--- src/rtl/dmem_arb_pkg.sv ---
// Shared types and constants for the data-memory port arbiter.
package dmem_arb_pkg;

  typedef enum logic [1:0] {
    IDLE   = 2'd0,
    ACCESS = 2'd1,
    RESP   = 2'd2
  } state_t;

  typedef enum logic {
    PORT_C = 1'b0,
    PORT_D = 1'b1
  } port_t;

  localparam logic [2:0] F3_B  = 3'b000;
  localparam logic [2:0] F3_H  = 3'b001;
  localparam logic [2:0] F3_W  = 3'b010;
  localparam logic [2:0] F3_BU = 3'b100;
  localparam logic [2:0] F3_HU = 3'b101;

endpackage

--- src/rtl/dmem_lane_align.sv ---
// Byte-lane steering for a 32-bit data memory.
// Turns an RV32 size/sign code and the low address bits into write strobes and
// replicated store data. It also extends the load data and flags misaligned or
// illegal accesses.
module dmem_lane_align
  import dmem_arb_pkg::*;
(
  input  logic [2:0]  func3,
  input  logic [1:0]  addr_lo,
  input  logic        we,
  input  logic [31:0] wdata,
  input  logic [31:0] rdata_raw,
  output logic [3:0]  wstrb,
  output logic [31:0] wdata_rep,
  output logic [31:0] load_data,
  output logic        err
);

  logic [31:0] shifted;

  // Shift the addressed lane down to bit 0, then size, extend and check the access.
  always_comb begin
    wstrb     = 4'b0000;
    wdata_rep = wdata;
    load_data = 32'h0;
    err       = 1'b0;
    shifted   = rdata_raw >> {addr_lo, 3'b000};
    case (func3)
      F3_B, F3_BU: begin
        wstrb     = 4'b0001 << addr_lo;
        wdata_rep = {4{wdata[7:0]}};
        load_data = func3[2] ? {24'h0, shifted[7:0]} : {{24{shifted[7]}}, shifted[7:0]};
      end
      F3_H, F3_HU: begin
        wstrb     = 4'b0011 << addr_lo;
        wdata_rep = {2{wdata[15:0]}};
        load_data = func3[2] ? {16'h0, shifted[15:0]} : {{16{shifted[15]}}, shifted[15:0]};
        err       = addr_lo[0];
      end
      F3_W: begin
        wstrb     = 4'b1111;
        load_data = shifted;
        err       = (addr_lo != 2'b00);
      end
      default: begin
        err = 1'b1;
      end
    endcase
    // Stores have no sign variant, so the unsigned codes are illegal for them.
    if (we && func3[2]) begin
      err = 1'b1;
    end
  end

endmodule

--- src/rtl/dmem_port_arbiter.sv ---
// Two-port data-memory sequencer.
// It arbitrates between the core LSU (port C) and a DMA/debug master (port D),
// runs one memory access and returns an extended response pulse.
// Tie-break: define DMEM_ARB_RR_EN for round-robin. Without it, port C wins every tie.
module dmem_port_arbiter
  import dmem_arb_pkg::*;
#(
  parameter int N  = 32,
  parameter int AW = 32
) (
  input  logic          clk,
  input  logic          reset,
  input  logic          c_req,
  input  logic          c_we,
  input  logic [AW-1:0] c_addr,
  input  logic [N-1:0]  c_wdata,
  input  logic [2:0]    c_func3,
  input  logic          d_req,
  input  logic          d_we,
  input  logic [AW-1:0] d_addr,
  input  logic [N-1:0]  d_wdata,
  input  logic [2:0]    d_func3,
  output logic          c_gnt,
  output logic          d_gnt,
  output logic          c_rvalid,
  output logic          d_rvalid,
  output logic [N-1:0]  c_rdata,
  output logic [N-1:0]  d_rdata,
  output logic          c_err,
  output logic          d_err,
  output logic          mem_en,
  output logic          mem_we,
  output logic [AW-1:0] mem_addr,
  output logic [N-1:0]  mem_wdata,
  output logic [3:0]    mem_wstrb,
  input  logic [N-1:0]  mem_rdata
);

  state_t        state_q, state_d;
  logic          lat_we;
  logic [AW-1:0] lat_addr;
  logic [N-1:0]  lat_wdata;
  logic [2:0]    lat_func3;
  port_t         lat_port;
  logic [N-1:0]  resp_data;
  logic          resp_err;
  logic          can_grant;
  logic          prefer_c;
  logic          in_access;
  logic          access_ok;
  logic          resp_on;
  logic [3:0]    al_wstrb;
  logic [N-1:0]  al_wdata;
  logic [N-1:0]  al_load;
  logic          al_err;

  dmem_lane_align u_align (
    .func3     (lat_func3),
    .addr_lo   (lat_addr[1:0]),
    .we        (lat_we),
    .wdata     (lat_wdata),
    .rdata_raw (mem_rdata),
    .wstrb     (al_wstrb),
    .wdata_rep (al_wdata),
    .load_data (al_load),
    .err       (al_err)
  );

`ifdef DMEM_ARB_RR_EN
  port_t last_q;

  // Remember the most recent winner so the other port takes the next tie.
  always_ff @(posedge clk) begin
    if (reset) begin
      last_q <= PORT_D;
    end else if (c_gnt) begin
      last_q <= PORT_C;
    end else if (d_gnt) begin
      last_q <= PORT_D;
    end
  end

  assign prefer_c = (last_q == PORT_D);
`else
  assign prefer_c = 1'b1;
`endif

  // Grant only while no access is pending: in IDLE, or in RESP for back-to-back requests.
  always_comb begin
    can_grant = !reset && ((state_q == IDLE) || (state_q == RESP));
    c_gnt     = can_grant && c_req && (!d_req || prefer_c);
    d_gnt     = can_grant && d_req && !c_gnt;
  end

  // Next-state logic: a grant always leads to one ACCESS cycle followed by RESP.
  always_comb begin
    state_d = state_q;
    case (state_q)
      IDLE, RESP: state_d = (c_gnt || d_gnt) ? ACCESS : IDLE;
      ACCESS:     state_d = RESP;
      default:    state_d = IDLE;
    endcase
  end

  // State register.
  always_ff @(posedge clk) begin
    if (reset) begin
      state_q <= IDLE;
    end else begin
      state_q <= state_d;
    end
  end

  // Capture the winning request on its grant edge.
  always_ff @(posedge clk) begin
    if (reset) begin
      lat_we    <= 1'b0;
      lat_addr  <= '0;
      lat_wdata <= '0;
      lat_func3 <= 3'b000;
      lat_port  <= PORT_C;
    end else if (c_gnt) begin
      lat_we    <= c_we;
      lat_addr  <= c_addr;
      lat_wdata <= c_wdata;
      lat_func3 <= c_func3;
      lat_port  <= PORT_C;
    end else if (d_gnt) begin
      lat_we    <= d_we;
      lat_addr  <= d_addr;
      lat_wdata <= d_wdata;
      lat_func3 <= d_func3;
      lat_port  <= PORT_D;
    end
  end

  // Register the response at the end of ACCESS. Stores and errors return zero data.
  always_ff @(posedge clk) begin
    if (reset) begin
      resp_data <= '0;
      resp_err  <= 1'b0;
    end else if (state_q == ACCESS) begin
      resp_err  <= al_err;
      resp_data <= (al_err || lat_we) ? '0 : al_load;
    end
  end

  // Memory strobes are gated by reset and by the error flag, so a bad access never reaches the array.
  always_comb begin
    in_access = (state_q == ACCESS) && !reset;
    access_ok = in_access && !al_err;
    mem_en    = access_ok;
    mem_we    = access_ok && lat_we;
    mem_addr  = in_access ? {lat_addr[AW-1:2], 2'b00} : '0;
    mem_wstrb = mem_we ? al_wstrb : 4'b0000;
    mem_wdata = mem_we ? al_wdata : '0;
  end

  // Steer the response pulse to the port that owns the latched request.
  always_comb begin
    resp_on  = (state_q == RESP) && !reset;
    c_rvalid = resp_on && (lat_port == PORT_C);
    d_rvalid = resp_on && (lat_port == PORT_D);
    c_rdata  = c_rvalid ? resp_data : '0;
    d_rdata  = d_rvalid ? resp_data : '0;
    c_err    = c_rvalid && resp_err;
    d_err    = d_rvalid && resp_err;
  end

endmodule

--- config.mk ---
export PLATFORM = sky130hd
export DESIGN_NAME = dmem_port_arbiter
export DESIGN_NICKNAME = d
export VERILOG_FILES = /design/src/rtl/dmem_arb_pkg.sv /design/src/rtl/dmem_lane_align.sv /design/src/rtl/dmem_port_arbiter.sv
export SDC_FILE = /design/constraint.sdc
export NUM_CORES = 1
export LEC_CHECK = 0
export BUFFER_PORTS_ARGS = -buffer_cell sky130_fd_sc_hd__clkbuf_2
export CORE_AREA = 2 2 120 122
export CTS_CLUSTER_SIZE = 20
export DETAILED_ROUTE_END_ITERATION = 16
export DIE_AREA = 0 0 122 124
export PLACE_DENSITY = 0.84
export SLEW_MARGIN = 5
export SYNTH_ARGS = -nofsm -noshare
export SYNTH_HDL_FRONTEND = slang
export SYNTH_SLANG_ARGS = --single-unit
--- constraint.sdc ---
create_clock -name clk -period 2.3 [get_ports clk]
set_clock_uncertainty 0.15 [all_clocks]
set_input_delay 0.345 -clock clk [delete_from_list [all_inputs] [get_ports clk]]
set_output_delay 0.345 -clock clk [all_outputs]
set_load 0.02 [all_outputs]
# --- After elaboration in Yosys (flattened, before gate mapping) ---
# Cells that the tools add are included.
# Widths: inputs -> output; s select.
word_totals:
  inputBits: 172
  out_inout_bits: 140
  ff_bits: 104
classes:
  n_shift: 3
  eq_ne: 6
  mux: 23
  n_bitwise: 1
  reduce_logical: 27
ops:
  columns: ["cell", "n"]
  rows:
  - ["$mux 32", 11]
  - ["$pmux 32 s3", 1]
  - ["$pmux 32 s2", 1]
  - ["$shr 32x5->32", 1]
  - ["$logic_and 1x1->1", 13]
  - ["$pmux 4 s3", 1]
  - ["$reduce_or 2->1", 4]
  - ["$eq 3x3->1 const B", 2]
  - ["$mux 3", 2]
  - ["$mux 1", 4]
  - ["$mux 4", 1]
  - ["$pmux 2 s2", 1]
  - ["$reduce_bool 2->1", 2]
  - ["$shl 1x2->4 const A", 1]
  - ["$shl 2x2->4 const A", 1]
  - ["$eq 3x1->1 const B", 1]
  - ["$eq 3x2->1 const B", 1]
  - ["$logic_not 1->1", 3]
  - ["$logic_not 3->1", 1]
  - ["$logic_or 1x1->1", 3]
  - ["$pmux 1 s3", 1]
  - ["$eq 2x1->1 const B", 1]
  - ["$eq 2x2->1 const B", 1]
  - ["$logic_not 2->1", 1]
  - ["$not 1->1", 1]

# --- Depth between registers and ports, before layout ---
# Gate-level depths: netlist of the first run.
logic_depth:
  word_depth: 9
  ltp_mapped: 7
  mapped_depth_nobuf: 5

# --- By module ---
# From an unflattened synthesis of the first run, not the netlist that was laid out.
unflattened:
  cells_unflattened: 770
  hier_area_um2: 6333.6
modules_own_cells:
  columns: ["mod", "n_inst", "area_each_um2", "cells_per_inst", "seq_area_each_um2"]
  rows:
  - ["dmem_port_arbiter", 1, 5001.0, 592, 2082.0]
  - ["dmem_lane_align", 1, 1332.5, 178, 0.0]

# --- Worst setup path after synthesis of the first run ---
# No wires, ideal clock.
synth_timing:
  kind: "register -> output"
  start: "register lat_func3[0]"
  end: "output port mem_wdata[13]"
  arrival_time_ns: 1.731
  n_path_buf: 2
  t_required_ns: 1.805
  path_slack_ns: 0.074
  stages_incl_launch_ff: 7
  path_cell_list: "dfxtp_1 nor2_2 nor2_1 or2_1 buf_2 buf_2 a21oi_1"
synth_via:
  elab_chain_len: 8
  elab_cells_between_ends: 14
  cone_classes: "4 x eq/ne; 4 x mux; 6 x reduce/logical"
synth_lines:
  columns: ["element", "line_no", "rtl"]
  rows:
  - ["start, declared", "dmem_port_arbiter.sv:43", "logic [2:0] lat_func3;"]
  - ["start signal, assigned", "dmem_port_arbiter.sv:126", "lat_func3 <= c_func3;"]
  - ["start signal, assigned", "dmem_port_arbiter.sv:132", "lat_func3 <= d_func3;"]
  - ["$eq 3x1->1 (tied with other cells)", "dmem_lane_align.sv:28", "case (func3)"]
  - ["$reduce_or 2->1", "dmem_lane_align.sv:28", null]
  - ["$pmux 1 s3", "dmem_lane_align.sv:28", null]
  - ["$mux 1", "dmem_lane_align.sv:50", "if (we && func3[2]) begin"]
  - ["$logic_not 1->1", "dmem_port_arbiter.sv:151", "access_ok = in_access && !al_err;"]
  - ["$logic_and 1x1->1", "dmem_port_arbiter.sv:151", null]
  - ["$logic_and 1x1->1", "dmem_port_arbiter.sv:153", "mem_we = access_ok && lat_we;"]
  - ["$mux 32 (*)", "dmem_port_arbiter.sv:156", "mem_wdata = mem_we ? al_wdata : '0;"]
  - ["end, declared", "dmem_port_arbiter.sv:34", "output logic [N-1:0] mem_wdata,"]
# Every way passes the cells marked *; elsewhere a longest branch is shown, timed or not.

# --- Final worst setup path of the first run ---
layout_timing:
  start: "register state_q[0]"
  end: "output port mem_wdata[22]"
layout_via:
  elab_chain_len: 5
layout_lines:
  columns: ["element", "line_no", "rtl"]
  rows:
  - ["start, declared", "dmem_port_arbiter.sv:39", "state_t state_q, state_d;"]
  - ["start signal, assigned", "dmem_port_arbiter.sv:110", "state_q <= state_d;"]
  - ["$eq 2x1->1", "dmem_port_arbiter.sv:150", "in_access = (state_q == ACCESS) && !reset;"]
  - ["$logic_and 1x1->1", "dmem_port_arbiter.sv:150", null]
  - ["$logic_and 1x1->1", "dmem_port_arbiter.sv:151", null]
  - ["$logic_and 1x1->1", "dmem_port_arbiter.sv:153", null]
  - ["$mux 32", "dmem_port_arbiter.sv:156", null]
# No other way between the ends.

==> metrics.txt, run 1 <==
slowest CP cell dfxtp_4; post-route worst setup slack -13.8 ps; critical path endpoint category output port; Mapped Area 6080 um^2; die width 122 um; maximum vdd drop 0.000365 V; Vias 6,220; Cells after Synth 716; Synth Warn # 0; crit-path max FO 28; vias in the first global route 5,515; starting density of the core 44.3%; Slew Limit Headroom 59.8%; NumNets Final 1,176; cts bufs inserted 9; Core ar. 13,700 um^2; PortBufs 309; Seq/Total Area, Yosys 34.3%; period utilisation layout 101%; share of cells above drive strength 1 41.5%; routability cong. 0.847; LEAKAGE 4.16 nW; FF+latch count, synth 104; max_cap viols 0; layout filler cell count 1,186; maximum achievable frequency 0.432 GHz; Yosys cell types 41; Final ANT Viol Nets 0; post-synth top area cell dfxtp_1; arrival time at the worst endpoint 1820 ps; clk buf depth 2; drt pass-1 iters 5; first-pass GRT wire length 28,200 um; # H-tree levels 3; initial antenna violation count 0; Routed WL 19,100 um; Syn Area/Cell 8.49 um^2; Hold Path Cell Cnt 2; DR iter-0 viols 371; endpoints failing setup 1; Residual DRC 0; Post-Layout Cell Count 1,189; Setup crit start kind register; Synth top area share 34.3%; I/O Pins 312; Root Driver clkbuf_16; hpwl dp 14,700 um; DP Cell Count 1,171; Clock transition at path regs 70 ps; hold_ws 103 ps; largest net degree at the start of global routing 76; RSZ-0062 raised after global routing yes; Crit path largest cell delay 370 ps; overall routing resource usage 24.3%; Power Dens Cells 555 nW/um^2; worst-skew pair later-pin latency 360 ps; CP Class reg -> out; GR Overflow Total 0; post-cts hold buffer count 0; Die ar. 15,100 um^2; Slew @ Worst Pin 601 ps; worst hold path class in -> reg; Max Transition Viols Final 0; Period minus WS final 2310 ps; die span in y 124 um; status complete, but fails checks; Req. time, crit path 1800 ps; # diodes 0; drt via density 5.23; failing checks setup timing; R2R depth 5; critical-path cell list nor3b_4 -> nand3_1 -> or2_4 -> buf_12 -> nor2_1 -> buf_4; clock sink count 104; WL per Instance 16.0 um; CTS tree done; top post-synthesis cells by area dfxtp_1 34%, mux2i_1 15%, and2_1 11%; # rows 43; final hold violations 0; Synth-to-Final Area Change 38.0%
-- sequential cells by signal, indices dropped and copies added (netlist names) --
register   cells
lat_addr      32
lat_wdata     32
resp_data     32
lat_func3      3
state_q        2
lat_port       1
lat_we         1
resp_err       1
-- worst paths after layout --
kind	startpoint	endpoint	slack (ps)
min	mem_rdata[29]	resp_data[29]	100
max reg2reg	state_q[1]	resp_data[25]	210
min reg2reg	resp_data[1]	resp_data[1]	330
max	state_q[0]	mem_wdata[22]	-10
-- critical path, delay by kind of cell (launching register included) --
family        cells  cell delay [ps]
buf+inv           2              350
simple gates      4              740
flops             1              370
-- layout make-up --
type,instances,area (um^2),area share [%]
Timing Repair Buffer,344,2000,23.8
Multi-Input combinational cell,540,3750,44.7
Tap cell,180,225,2.68
Inverter,5,21.3,0.254
Clock buffer,9,225,2.68
Clock inverter,7,80.1,0.955
Sequential cell,104,2090,24.9
-- cell families after synthesis --
logic type / share of synthesized area, %
buffers and inverters: 5.58
flip-flops: 34.3
multiplexers: 18.1
AO/OA/AOI/OAI: 18.1
AND/OR/NAND/NOR: 23.9
other: 0.0617
-- stage by stage --
step                      setup TNS (ps)  worst slack (ps)  util (%)  instance area (um^2)  power (mW)
after floorplan                        0              74.2         -                  6080        2.70
after global placement                 0               120      57.2                  7850        3.05
after detailed placement               0              66.3      57.2                  7850        3.08
after CTS                          -1.30             -1.30      60.1                  8250        4.68
after global routing                -693             -77.5      61.1                  8390        4.91
final                              -13.8             -13.8      61.1                  8390        4.65
-- per-layer routing --
metal | global-route usage (%) | part of all wire [%]
met5 | 0 | 0
met4 | 10.8 | 2.9
met3 | 4.12 | 6.9
met2 | 44.5 | 52
met1 | 27.7 | 38
-- synth_stat cells (all sizes together) --
library cell	n
nor3b	3
nor4b	3
and3	2
o21ai	24
mux2i	93
a221o	25
nor2	107
dfxtp	104
a21oi	25
clkbuf	34
nor3	5
a211oi	68
a22o	1
nand2b	2
and3b	1
a21o	1
inv	5
nand2	41
o211ai	1
mux2	15
or2	3
o21a	2
nor4	1
and2	105
nand3	1
conb	1
buf	34
or3b	1
nor2b	4
or3	3
a2111oi	1
-- layout by cell type, fill, tap and decap left out, types with 2 or more instances in the layout --
master     instances
a21oi_1           14
buf_6             15
inv_1              4
or3_1              3
dfxtp_1          101
or2_2              2
conb_1             2
nor4b_4            2
o21ai_0           24
a211oi_1          68
and3_1             2
a21oi_2           10
and2_1           105
nor2_1           101
dfxtp_4            2
clkinv_4           2
mux2i_1           93
a221o_2           10
nand2_1           40
buf_12             5
a221o_1           15
nor2b_1            3
clkbuf_16          9
nor2_2             6
buf_4             43
mux2_2            15
nand2b_1           2
nor3_1             4
clkbuf_2         280
nor3b_1            2
-- power by group --
part | internal [mW] | switching (mW)
Combinational | 0.462 | 0.526
Sequential | 1.95 | 0.123
Clock | 0.858 | 0.734
Total | 3.27 | 1.38
-- repair_timing --
action | in CTS | in global routing
gates resized for setup | 27 | 73
pin swaps | 1 | 0
setup buffers | 1 | 1
endpoints found under the setup margin | 38 | 36
gates cloned | 0 | 0
No activity file was read; power rests on OpenSTA's default activity.
==> inputs of run 2 (changes only) <==
SETUP_SLACK_MARGIN = 0.02   (was not set)
==> run 2 against run 1 <==
Compared with the run above: the flow now finishes without violations; register-to-register slack hardly changed; count of clock-buffer cells in the layout unchanged; largest power group unchanged; hold slack improved by 0.55 ps; combinational power about the same.
==> metrics.txt, run 2 (synthesized netlist as in run 1, its figures left out) <==
die width 122 um; WL met1 7430 um; final instance area 8400 um^2; layout filler cell count 1,185; LEAKAGE 4.16 nW; overall routing resource usage 24.3%; starting density of the core 44.3%; Vias 6,190; Placement Setup Slack 66.3 ps; NumNets Final 1,176; status finished clean; worst hold path class in -> reg; Largest regs lat_addr (32), lat_wdata (32), resp_data (32); Req. time, crit path 1800 ps; CTS tree done; DR iter-0 viols 380; register area 2090 um^2; GR Overflow Total 0; share of cells above drive strength 1 41.5%; footprint of the multi-input gates 3750 um^2; Max Transition Viols Final 0; max_cap viols 0; worst-skew pair later-pin latency 360 ps; routed wl met3 1240 um; CP Class reg -> out; Die ar. 15,100 um^2; arrival time at the worst endpoint 1800 ps; # diodes 0; maximum vdd drop 0.000366 V; Residual DRC 0; critical path endpoint category output port; Setup crit start kind register; routability cong. 0.847; hold_ws 104 ps; drt pass-1 iters 5; I/O Pins 312; clock sink count 104; # H-tree levels 3; RSZ-0062 raised after global routing yes; die span in y 124 um; Setup crit start state_q[0]; clk buf depth 2; commonest non-fill, non-tap cell in the layout clkbuf_2; Met2 Routed Length 9960 um; first-pass GRT wire length 28,200 um; Power Dens Cells 554 nW/um^2; Cell Area, Placed 7850 um^2; post-route worst setup slack 0.956 ps; cts bufs inserted 9; drt via density 5.21; maximum achievable frequency 0.435 GHz; final hold violations 0; Period minus WS final 2300 ps; initial antenna violation count 0; period utilisation layout 100%; Top Metal Used met4; hold wc startpoint mem_rdata[29]; endpoints failing setup 0; hpwl dp 14,700 um; most frequent cells in the layout 277 x clkbuf_2, 105 x and2_1, 101 x nor2_1, 101 x dfxtp_1, 93 x mux2i_1; largest net degree at the start of global routing 76; Crit Reg-Reg Startpoint state_q[1]; Slew @ Worst Pin 604 ps; Finished Core Util 61.2%; crit-path max FO 28; Synth-to-Final Area Change 38.2%; Clock transition at path regs 70 ps; vias in the first global route 5,519; WL per Instance 16.1 um; # rows 43; total power 4.65 mW; Core ar. 13,700 um^2; PortBufs 309; Routed WL 19,200 um; Slew Limit Headroom 59.6%; Final ANT Viol Nets 0; Root Driver clkbuf_16
[run 2: final cells by class]
cell class,instances,area share (%)
timing repair buffer,344,23.8
multi-input combinational,540,44.7
clock inverter,7,0.953
inverter,5,0.253
tap,180,2.68
sequential,104,24.9
clock buffer,9,2.68
[run 2: worst max-delay path: stages (launching register included)]
cell,delay [ps]
dfxtp_4,370
nor3b_4,200
nand3_1,100
or2_4,270
buf_12,170
nor2_1,160
buf_4,170
[run 2: power by group]
part	internal (mW)	total (mW)	switching, mW
Clock	0.858	1.59	0.728
Sequential	1.95	2.08	0.125
Combinational	0.464	0.991	0.527
Total	3.27	4.65	1.38
[run 2: per-layer routing]
layer	vias to the layer above	track usage, %
met2	264	44.6
li1	3092	-
met5	-	0
met4	0	10.8
met1	2801	27.7
met3	33	4.12
[run 2: worst paths after layout]
kind	to	slack, ps	depth (start not counted)
setup / recovery	mem_wdata[22]	1	6
hold / removal	resp_data[29]	100	2
setup reg to reg	resp_data[29]	200	5
hold reg to reg	resp_data[1]	330	2
[run 2: timing repair]
item,4_1_cts,5_1_grt
gates resized for setup,33,72
gates cloned,0,0
setup endpoints to repair,38,36
setup buffers,2,0
hold buffers,0,0
pin swaps,1,0
[run 2: stage by stage]
stage / setup TNS [ps] / cells
CTS: 0 / 1189
global placement: 0 / 1171
global route: -531 / 1189
floorplan: 0 / 717
detailed placement: 0 / 1171
finish: 0 / 1189
==> inputs of run 3 (changes only) <==
clock period = 2.7 ns   (was 2.3 ns; I/O delays follow)
==> run 3 against run 2 <==
Compared with the run above: critical path depth is the same; first-iteration DRC count shrank 5.8%; register-to-register slack gained 350 ps; setup slack gained 180 ps; via count shrank 1.5%; critical endpoint is now mem_wstrb[2].
==> metrics.txt, run 3 (synthesized netlist as in run 1, its figures left out) <==
status finished clean; clk buf depth 2; Clock transition at path regs 70 ps; die span in y 124 um; setup_tns 0 ps; period utilisation layout 93.4%; cts bufs inserted 9; maximum achievable frequency 0.397 GHz; LEAKAGE 4.05 nW; max_cap viols 0; Slew Limit Headroom 57.9%; NumNets Final 1,164; share of cells above drive strength 1 39.3%; Flop pwr share 44.5%; Routed WL 18,600 um; I/O Pins 312; Root Driver clkbuf_16; WL per Instance 15.8 um; starting density of the core 44.3%; PortBufs 309; Slew @ Worst Pin 630 ps; DP Cell Count 1,161; most frequent cells in the layout 308 x clkbuf_2, 105 x and2_1, 104 x nor2_1, 101 x dfxtp_1, 93 x mux2i_1; arrival time at the worst endpoint 1970 ps; initial antenna violation count 1; post-CTS setup buffer count 0; Largest regs lat_addr (32), lat_wdata (32), resp_data (32); maximum vdd drop 0.000307 V; Power Dens Cells 492 nW/um^2; largest net degree at the start of global routing 45; Setup crit start kind register; CP Class reg -> out; clock power share 35.4%; Vias 6,095; RSZ-0062 raised after global routing no; crit-path max FO 20; vias in the first global route 5,450; routability cong. 0.861; Req. time, crit path 2140 ps; final hold violations 0; post-cts hold buffer count 0; first-pass GRT wire length 27,700 um; critical path endpoint category output port; Synth-to-Final Area Change 33.1%; layout filler cell count 1,246; worst hold path class in -> reg; hpwl dp 14,500 um; sw power 1.14 mW; # rows 43; die width 122 um; endpoints failing setup 0; Residual DRC 0; worst-skew pair later-pin latency 350 ps; drt via density 5.17; Core ar. 13,700 um^2; Post-Layout Cell Count 1,178; P_int 2.85 mW; drt pass-1 iters 6; Final ANT Viol Nets 0; Max Transition Viols Final 0; overall routing resource usage 23.9%; DR iter-0 viols 358; GR Overflow Total 0; commonest non-fill, non-tap cell in the layout clkbuf_2; Sw Share 28.5%; Comb pwr share 20.1%; Die ar. 15,100 um^2; # H-tree levels 3; Period minus WS final 2520 ps; clock sink count 104; CTS tree done
[run 3: per-stage QoR]
| step | worst slack, ps | utilization, % | hold WS, ps | total power [mW] | cell area (um^2) |
|---|---|---|---|---|---|
| final | 179 | 59.0 | 161 | 3.98 | 8090 |
| after global routing | 40.6 | 59.0 | 159 | 4.18 | 8090 |
| after global placement | 385 | 56.5 | 301 | 2.58 | 7750 |
| after CTS | 49.1 | 58.8 | 147 | 4.01 | 8070 |
| after floorplan | 414 | - | 280 | 2.30 | 6080 |
| after detailed placement | 391 | 56.5 | 308 | 2.60 | 7750 |
[run 3: layer usage]
layer  track usage (%)  part of all wire [%]  vias up
met3              4.21                   6.6       30
met5                 0                     0        -
met4              9.77                   2.8        0
li1                  -                     -     3066
met1              27.0                    40     2747
met2              44.3                    51      252
[run 3: critical path, cell delays in order (launching register included)]
cell and delay [ps]:
dfxtp_1 500, buf_4 350, nor2b_1 220, a21oi_1 70, o21a_1 200, nor2_1 90
clkbuf_2 190
[run 3: area by class of cell]
cell class	count	area (um^2)	share of cell area, %
Clock inverter	7	96.3	1.19
Antenna cell	1	2.50	0.0309
Timing Repair Buffer	332	1750	21.6
Multi-Input combinational cell	540	3690	45.6
Inverter	5	18.8	0.232
Sequential cell	104	2090	25.8
Clock buffer	9	225	2.78
Tap cell	180	225	2.78
[run 3: worst paths after layout]
kind / endpoint / start / depth (start not counted) / slack, ps
hold / removal: resp_data[29] / mem_rdata[29] / 2 / 160
setup reg to reg: resp_data[30] / lat_addr[1] / 5 / 550
hold reg to reg: resp_data[4] / resp_data[4] / 2 / 320
setup / recovery: mem_wstrb[2] / lat_addr[1] / 6 / 180
[run 3: power groups by stage]
stage / clock network (mW) / logic, mW / registers [mW]
after global placement: 0 / 0.784 / 1.80
final: 1.41 / 0.802 / 1.77
after global routing: 1.51 / 0.885 / 1.79
after CTS: 1.43 / 0.804 / 1.77
after detailed placement: 0 / 0.801 / 1.80
after floorplan: 0 / 0.548 / 1.75
[run 3: repair_timing]
item,CTS,global route
endpoints found under the hold margin,0,0
setup endpoints to repair,6,36
resized for setup,1,6
